<file path="src/rtl/race_pkg.sv">
// Shared definitions for the PUF race launcher: state encoding, default
// parameters and the challenge rotation helper.
package race_pkg;

    localparam logic [2:0] IDLE    = 3'd0;
    localparam logic [2:0] ARM     = 3'd1;
    localparam logic [2:0] LAUNCH  = 3'd2;
    localparam logic [2:0] WAIT    = 3'd3;
    localparam logic [2:0] RECOVER = 3'd4;

    localparam int DEF_CHAL_WIDTH = 8;
    localparam int DEF_RESP_BITS  = 8;
    localparam int DEF_SETTLE     = 4;
    localparam int DEF_TIMEOUT    = 255;

    // Rotate the low w bits of v left by n positions (w <= 32).
    function automatic logic [31:0] rotl(input logic [31:0] v, input int w, input int n);
        logic [31:0] r;
        int          s;
        r = '0;
        s = n % w;
        for (int i = 0; i < 32; i++) begin
            if (i < w) r[5'((i + s) % w)] = v[5'(i)];
        end
        return r;
    endfunction

endpackage

</file>
<file path="src/rtl/race_launcher_sync.sv">
// Two-flop synchronizer for the asynchronous arbiter outputs.
module sync2 (
    input  logic clk,
    input  logic reset,
    input  logic d_in,
    output logic q_out
);

    logic meta_q;
    logic sync_q;

    always_ff @(posedge clk or posedge reset) begin
        if (reset) begin
            meta_q <= 1'b0;
            sync_q <= 1'b0;
        end else begin
            meta_q <= d_in;
            sync_q <= meta_q;
        end
    end

    assign q_out = sync_q;

endmodule

</file>
<file path="src/rtl/race_launcher.sv">
// Launch-side sequencer for the serial PUF race: settles each rotated
// challenge, fires the race, captures the winner and assembles a response.
module race_launcher
    import race_pkg::*;
#(
    parameter int CHAL_WIDTH = DEF_CHAL_WIDTH,
    parameter int RESP_BITS  = DEF_RESP_BITS,
    parameter int SETTLE     = DEF_SETTLE,
    parameter int TIMEOUT    = DEF_TIMEOUT
) (
    input  logic                  clk,
    input  logic                  reset,
    input  logic                  chal_valid,
    output logic                  chal_ready,
    input  logic [CHAL_WIDTH-1:0] challenge,
    output logic [CHAL_WIDTH-1:0] race_challenge,
    output logic                  race_start,
    output logic                  arb_reset,
    input  logic                  arb_done,
    input  logic                  arb_out,
    output logic                  resp_valid,
    input  logic                  resp_ready,
    output logic [RESP_BITS-1:0]  resp_data,
    output logic                  resp_timeout
);

    localparam int WW = $clog2(TIMEOUT + 1);
    localparam int SW = $clog2(SETTLE + 1);
    localparam int BW = (RESP_BITS > 1) ? $clog2(RESP_BITS) : 1;

    localparam logic [SW-1:0] SETTLE_LAST = SW'(SETTLE - 1);
    localparam logic [WW-1:0] WAIT_LIMIT  = WW'(TIMEOUT);
    localparam logic [BW-1:0] LAST_BIT    = BW'(RESP_BITS - 1);

    logic                  done_s;
    logic                  out_s;

    logic [2:0]            state_q,        state_d;
    logic [CHAL_WIDTH-1:0] chal_q,         chal_d;
    logic [CHAL_WIDTH-1:0] race_chal_q,    race_chal_d;
    logic [BW-1:0]         bit_idx_q,      bit_idx_d;
    logic [SW-1:0]         settle_cnt_q,   settle_cnt_d;
    logic [WW-1:0]         wait_cnt_q,     wait_cnt_d;
    logic [RESP_BITS-1:0]  resp_data_q,    resp_data_d;
    logic                  resp_timeout_q, resp_timeout_d;
    logic                  resp_valid_q,   resp_valid_d;
    logic [31:0]           rot_next;

    sync2 u_sync_done (
        .clk   (clk),
        .reset (reset),
        .d_in  (arb_done),
        .q_out (done_s)
    );

    sync2 u_sync_out (
        .clk   (clk),
        .reset (reset),
        .d_in  (arb_out),
        .q_out (out_s)
    );

    // The arbiter is only released while a race is actually in flight.
    assign race_start     = (state_q == LAUNCH) || (state_q == WAIT);
    assign arb_reset      = ~race_start;
    assign chal_ready     = (state_q == IDLE) && !resp_valid_q;
    assign race_challenge = race_chal_q;
    assign resp_valid     = resp_valid_q;
    assign resp_data      = resp_data_q;
    assign resp_timeout   = resp_timeout_q;

    always_comb begin
        state_d        = state_q;
        chal_d         = chal_q;
        race_chal_d    = race_chal_q;
        bit_idx_d      = bit_idx_q;
        settle_cnt_d   = settle_cnt_q;
        wait_cnt_d     = wait_cnt_q;
        resp_data_d    = resp_data_q;
        resp_timeout_d = resp_timeout_q;
        resp_valid_d   = resp_valid_q;
        rot_next       = rotl(32'(chal_q), CHAL_WIDTH, int'(bit_idx_q) + 1);

        if (resp_valid_q && resp_ready) resp_valid_d = 1'b0;

        case (state_q)
            IDLE: begin
                if (chal_valid && chal_ready) begin
                    chal_d         = challenge;
                    race_chal_d    = challenge;
                    bit_idx_d      = '0;
                    settle_cnt_d   = '0;
                    resp_data_d    = '0;
                    resp_timeout_d = 1'b0;
                    state_d        = ARM;
                end
            end
            ARM: begin
                if (settle_cnt_q == SETTLE_LAST) begin
                    state_d = LAUNCH;
                end else begin
                    settle_cnt_d = settle_cnt_q + 1'b1;
                end
            end
            LAUNCH: begin
                wait_cnt_d = '0;
                state_d    = WAIT;
            end
            WAIT: begin
                wait_cnt_d = wait_cnt_q + 1'b1;
                // A real result wins over a timeout landing in the same cycle.
                if (done_s) begin
                    resp_data_d[bit_idx_q] = out_s;
                    state_d                = RECOVER;
                end else if (wait_cnt_d == WAIT_LIMIT) begin
                    resp_data_d[bit_idx_q] = 1'b0;
                    resp_timeout_d         = 1'b1;
                    state_d                = RECOVER;
                end
            end
            RECOVER: begin
                if (!done_s) begin
                    if (bit_idx_q == LAST_BIT) begin
                        resp_valid_d = 1'b1;
                        state_d      = IDLE;
                    end else begin
                        bit_idx_d    = bit_idx_q + 1'b1;
                        race_chal_d  = rot_next[CHAL_WIDTH-1:0];
                        settle_cnt_d = '0;
                        state_d      = ARM;
                    end
                end
            end
            default: state_d = IDLE;
        endcase
    end

    always_ff @(posedge clk or posedge reset) begin
        if (reset) begin
            state_q        <= IDLE;
            chal_q         <= '0;
            race_chal_q    <= '0;
            bit_idx_q      <= '0;
            settle_cnt_q   <= '0;
            wait_cnt_q     <= '0;
            resp_data_q    <= '0;
            resp_timeout_q <= 1'b0;
            resp_valid_q   <= 1'b0;
        end else begin
            state_q        <= state_d;
            chal_q         <= chal_d;
            race_chal_q    <= race_chal_d;
            bit_idx_q      <= bit_idx_d;
            settle_cnt_q   <= settle_cnt_d;
            wait_cnt_q     <= wait_cnt_d;
            resp_data_q    <= resp_data_d;
            resp_timeout_q <= resp_timeout_d;
            resp_valid_q   <= resp_valid_d;
        end
    end

endmodule
</file>
<file path="config.mk">
export PLATFORM = sky130hd
export DESIGN_NAME = race_launcher
export DESIGN_NICKNAME = d
export VERILOG_FILES = /design/src/rtl/race_pkg.sv /design/src/rtl/race_launcher_sync.sv /design/src/rtl/race_launcher.sv
export SDC_FILE = /design/constraint.sdc
export NUM_CORES = 1
export LEC_CHECK = 0
export BUFFER_PORTS_ARGS = -buffer_cell sky130_fd_sc_hd__buf_4
export CAP_MARGIN = 25
export CORE_ASPECT_RATIO = 0.9
export CORE_UTILIZATION = 40
export CTS_CLUSTER_DIAMETER = 50
export DETAILED_ROUTE_END_ITERATION = 10
export SLEW_MARGIN = 30
export SYNTH_ARGS = -nofsm -noshare
export SYNTH_HDL_FRONTEND = slang
export SYNTH_HIERARCHICAL = 1
export SYNTH_SLANG_ARGS = --single-unit
</file>
<file path="constraint.sdc">
create_clock -name clk -period 5.9 [get_ports clk]
set_input_delay 0.59 -clock clk [delete_from_list [all_inputs] [get_ports clk]]
set_output_delay 0.59 -clock clk [all_outputs]
set_load 0.02 [all_outputs]
</file>
# Yosys cells after proc, flatten, opt, wreduce, memory -nomap -nowiden
# Cells that the tools add are included.
# Widths: inputs -> output; s select.
[totals] input_bits=14 ff_bits=47 output_inout_bits=21 word_cells=161
[classes] addsub=11 n_mux=58 n_eq_ne=15 bitwise=13 n_reduce_logical=33 order_cmp=18
[op_table] cell="$bwmux 32" count=7
[op_table] cell="$lt 4x7->1 const B" count=8
[op_table] cell="$mux 8" count=6
[op_table] cell="$pmux 8 s2" count=3
[op_table] cell="$mux 3" count=11
[op_table] cell="$and 32x32->32" count=1
[op_table] cell="$demux 1 s4" count=8
[op_table] cell="$ge 4x1->1 const B" count=8
[op_table] cell="$reduce_or 3->1" count=8
[op_table] cell="$add 4x4->5 const A" count=4
[op_table] cell="$mux 1" count=17
[op_table] cell="$pmux 3 s5" count=1
[op_table] cell="$logic_and 1x1->1" count=12
[op_table] cell="$reduce_and 4->1" count=3
[op_table] cell="$add 3x4->5 const A" count=2
[op_table] cell="$ne 2x2->1 const B" count=5
[op_table] cell="$add 3x1->3 const B" count=3
[op_table] cell="$eq 3x2->1 const B" count=3
[op_table] cell="$pmux 3 s3" count=1
[op_table] cell="$add 8x1->8 const B" count=1
[op_table] cell="$and 1x1->1" count=8
[op_table] cell="$and 8x8->8" count=1
[op_table] cell="$bwmux 8" count=1
[op_table] cell="$eq 8x8->1 const B" count=1
[op_table] cell="other kinds (21)" count=25

# Longest topological paths before layout
[depth] depth_word=20 depth_mapped=10 ltp_nobuf=7

# Hierarchy
# The synthesis kept the hierarchy.
[modules_own_cells] mod="race_launcher" seq_area_each_um2=1076.0 area_each_um2=3250.6 cells_per_inst=410 instances=1
[modules_own_cells] mod="sync2" seq_area_each_um2=50.0 area_each_um2=53.8 cells_per_inst=3 instances=2

# Worst setup path before layout
# No wires, ideal clock.
[synth_timing] path_kind="reg2reg" startpoint="reg bit_idx_q[0]" endpoint="reg race_chal_q[0], in the netlist race_challenge[0]" path_buffers=2 setup_slack_ns=3.828 period_less_slack_ns=2.072 arrival_time_ns=2.003 stages_incl_launch_ff=10 t_required_ns=5.831 path_cell_list="dfrtp_1 -> ha_1 -> ha_1 -> buf_2 -> xnor2_2 -> buf_2 -> nor3_1 -> a2111oi_0 -> o21ai_0 -> nand3_1"
[synth_between] elab_chain_cells=19 word_cells_on_any_way=79
[synth_rtl] item="from (decl)" line="race_launcher.sv:41" rtl="logic [BW-1:0] bit_idx_q, bit_idx_d;"
[synth_rtl] item="from (signal assigned)" line="race_launcher.sv:153" rtl="bit_idx_q <= bit_idx_d;"
[synth_rtl] item="$add 3x1->3" line="race_launcher.sv:82" rtl="rot_next = rotl(32'(chal_q), CHAL_WIDTH, int'(bit_idx_q) + 1);"
[synth_rtl] item="$reduce_or 3->1 (no line)"
[synth_rtl] item="$and 1x1->1 (no line)"
[synth_rtl] item="$add 2x4->5 / $and 1x1->1 (equally long branches)"
[synth_rtl] item="$and 1x1->1 (no line), or another cell as far along"
[synth_rtl] item="$lt 4x7->1 (implied by the code), or another cell as far along" line="race_pkg.sv:23" rtl="if (i < w) r[5'((i + s) % w)] = v[5'(i)];"
[synth_rtl] item="$logic_and 1x1->1 (implied by the code) / $mux 1 (equally long branches)" line="race_pkg.sv:23"
[synth_rtl] item="$mux 1 (implied by the code) / $demux 1 s4 (equally long branches)" line="race_pkg.sv:23"
[synth_rtl] item="$demux 1 s4 / $and 32x32->32 (equally long branches)"
[synth_rtl] item="$bwmux 32 (7 in series)" line="race_pkg.sv:23"
[synth_rtl] item="$mux 8" line="race_launcher.sv:123" rtl="if (bit_idx_q == LAST_BIT) begin"
[synth_rtl] item="$mux 8" line="race_launcher.sv:122" rtl="if (!done_s) begin"
[synth_rtl] item="$pmux 8 s2" line="race_launcher.sv:86" rtl="case (state_q)"
[synth_rtl] item="to (signal assigned)" line="race_launcher.sv:152" rtl="race_chal_q <= race_chal_d;"
[synth_rtl] item="to (decl)" line="race_launcher.sv:40" rtl="logic [CHAL_WIDTH-1:0] race_chal_q, race_chal_d;"
# Several ways; a longest one is shown, not always the timed one. The select of a mux whose other input is x is not followed.
# A chain may end at the register's enable or synchronous reset.

# Final worst setup path
[layout_timing] startpoint="reg bit_idx_q[1]" endpoint="reg race_chal_q[3], in the netlist race_challenge[3]"
# The elaborated chain is that of the path after synthesis.

==> run metrics <==
share of cells above drive strength 1 between 10 and 15%; Die X 98.6 µm; DRC 0; fin nets between 400 and 500; wire per inst ~17 µm; RR Endpoint race_challenge[3]$_DFFE_PP0P_; GPL Wtd Cong between 0.9 and 1; Post-synth EDFFs 0; Synthesized Nets roughly 440; Layout Cells excl Fill about 530; min cycle time layout around 3300 ps; Seq cells post-synth 47; Die Y a little under 90 µm; Reg2Reg Depth 7; pin count of the biggest net entering global routing 44; RR Startpoint bit_idx_q[1]$_DFFE_PP0P_; Port Buffers 34; post-synthesis simple-gate area fraction 22.5%; total track usage a little over a fifth; core area approximately 0.0081 mm²; DP Wirelength 6360 µm; setup TNS 0 ps; most numerous cell in the Yosys netlist nand2_1; Post-Syn Instances approximately 420; Crit path required time approximately 6000 ps; initial antenna violation count 0; mux share of post-synthesis cell area less than 1%; Static Leak approximately 1.5 nW; most frequent cells after synthesis 52 x nand2_1, 47 x dfrtp_1, 38 x a21oi_1; final hold viol count 0; Max-Cap Viols 0; Rel. slew slack approximately 44%; routed vias 3,192; Seq/Total Area, Yosys between 30% and 40%; worst setup path category flop to flop; worst slack at placement ~2700 ps; RSZ-0062 raised after global routing no; # IOs 35; Placed Cells roughly 520; Synth area leaders dfrtp_1 35%, nand2_1 5.8%, a21oi_1 5.7%; Clock Skew between 10 and 15 ps; starting density of the core between 40% and 50%; Max FO, Critical Path 18; post-synthesis cell type count between 60 and 70; measured slew at the worst slew-check pin around 840 ps; CTS resizes 0; Synth Cell Area 0.00336 mm²; Peak VDD IR 0.185 mV; gr ovfl total 0; Yosys top cell by area dfrtp_1; Area Overhead vs Synth 9.58%; Post-CTS Setup Repair Bufs 0; power per cell area between 300 and 400 mW/mm²; CTS Root Cell clkbuf_8; asr flop ratio synth between 90% and 100%; diodes inserted 0; crit end category flop; Pre-antenna DRT Iters 5; worst reg-to-reg setup slack approximately 2600 ps; CP arrival between 3000 and 4000 ps; Final WS setup 2600 ps; compound-gate portion of the synthesized area 29.6%; share of the synthesized area in the top cell type between 30% and 40%; CTS tree done; clk buf depth 2; post-route ant nets 0; Max Fclk 303 MHz; main flop type after synthesis dfrtp_1; final setup vio count 0; clock-pin slew on the worst setup and hold paths 100 ps; Filler cells around 800; Synth Area in Adders between 2 and 3%; die area around 0.009 mm²; synth warn 6; Final Max Slew Viols 0; combinational family with the most area after synthesis compound AO/OA/AOI/OAI gates; hold slack between 100 and 150 ps; cts bufs inserted 5; Worst-Skew Late Latency ~310 ps; DRT iter0 DRCs approximately 350; global-route wire length before repair ~15,000 µm; row count 31; CTS H-tree depth 2; Avg Cell Area, Syn 8.07 µm²; vias per cell 6.08; status finished, final reports clean; Tcrit/Tclk final 56.0%; # hold bufs at CTS 0; post-synthesis xor/xnor area fraction under 10%; vias in the first global route approximately 2,700; type of origin of the critical path flop; DRT Wirelength roughly 9000 µm; hold crit path type primary input to async pin; CTS Sinks 47
cells in the final DEF (no fill, tap or decap), drive strengths merged, types with 4 or more instances in the layout:
cell type and n:
nand2 52, dfrtp 47, a21oi 38, buf 37, o21ai 36, nor2 29, inv 19, nand3 19
a31oi 12, nor3 11, nand2b 10, ha 8, a221oi 5, o31ai 5, nor2b 5, a22o 5
a311oi 5, clkbuf 5, nand4 4, nor3b 4, and3 4, o32ai 4, clkinv 4
report_power, final:
part           switching [mW]  internal, mW  leakage [nW]
registers               0.159         0.419         0.597
clock network           0.120        0.0828        0.0402
logic                   0.389         0.268         0.911
cell type report:
class	instances	area (µm²)	share of cell area [%]
Clock buffer	5	68.8	1.87
Clock inverter	3	20.0	0.544
Inverter	22	83.8	2.28
Multi-Input combinational cell	312	1930	52.4
Sequential cell	47	1180	32.0
Tap cell	99	124	3.37
Timing Repair Buffer	37	278	7.55
per-layer routing:
layer	vias to the layer above	share of wire, %	GRT usage [%]
met5	-	0	0
met4	0	0.83	5.02
met3	7	6.0	2.97
met2	117	41	29.6
met1	1537	52	34.4
li1	1531	-	-
through the flow:
step	power, mW	utilization, %	area [µm²]
floorplan	1.02	-	3360
global placement	1.22	44.3	3590
detailed placement	1.23	44.3	3590
CTS	1.44	45.3	3680
global route	1.55	45.4	3680
finish	1.44	45.4	3680
worst max path at each step:
stage,from,end,slack (ps),depth (start not counted)
after floorplan,bit_idx_q[0]$_DFFE_PP0P_,race_challenge[0]$_DFFE_PP0P_,3830,9
after global placement,bit_idx_q[1]$_DFFE_PP0P_,race_challenge[3]$_DFFE_PP0P_,2710,7
after detailed placement,bit_idx_q[1]$_DFFE_PP0P_,race_challenge[3]$_DFFE_PP0P_,2700,7
after CTS,bit_idx_q[1]$_DFFE_PP0P_,race_challenge[3]$_DFFE_PP0P_,2690,7
after global routing,bit_idx_q[1]$_DFFE_PP0P_,race_challenge[3]$_DFFE_PP0P_,2350,7
final,bit_idx_q[1]$_DFFE_PP0P_,race_challenge[3]$_DFFE_PP0P_,2600,7
sequential cells by signal, indices dropped and copies added (netlist names):
signal,count
bit_idx_q,3
chal_q,8
race_challenge,8
resp_data,8
resp_timeout,1
resp_valid,1
settle_cnt_q,3
state_q,3
u_sync_done/meta_q,1
u_sync_done/q_out,1
u_sync_out/meta_q,1
u_sync_out/q_out,1
wait_cnt_q,8
cells by family after synthesis:
group / Yosys count
AOI/OAI and AO/OA: 146
and+or+nand+nor: 152
adders and majority gates: 8
muxes: 1
xor gates and xnor gates: 5
DFF: 47
buffers and inverters: 57
worst max-delay path: stages (launching register included):
cell and delay [ps]:
dfrtp_1 630, ha_1 550, ha_1 580, xnor2_2 670, a21oi_1 140, a31oi_1 260, a2111oi_0 120, o31ai_1 260
Note: power is estimated with default switching activity, not from simulation.
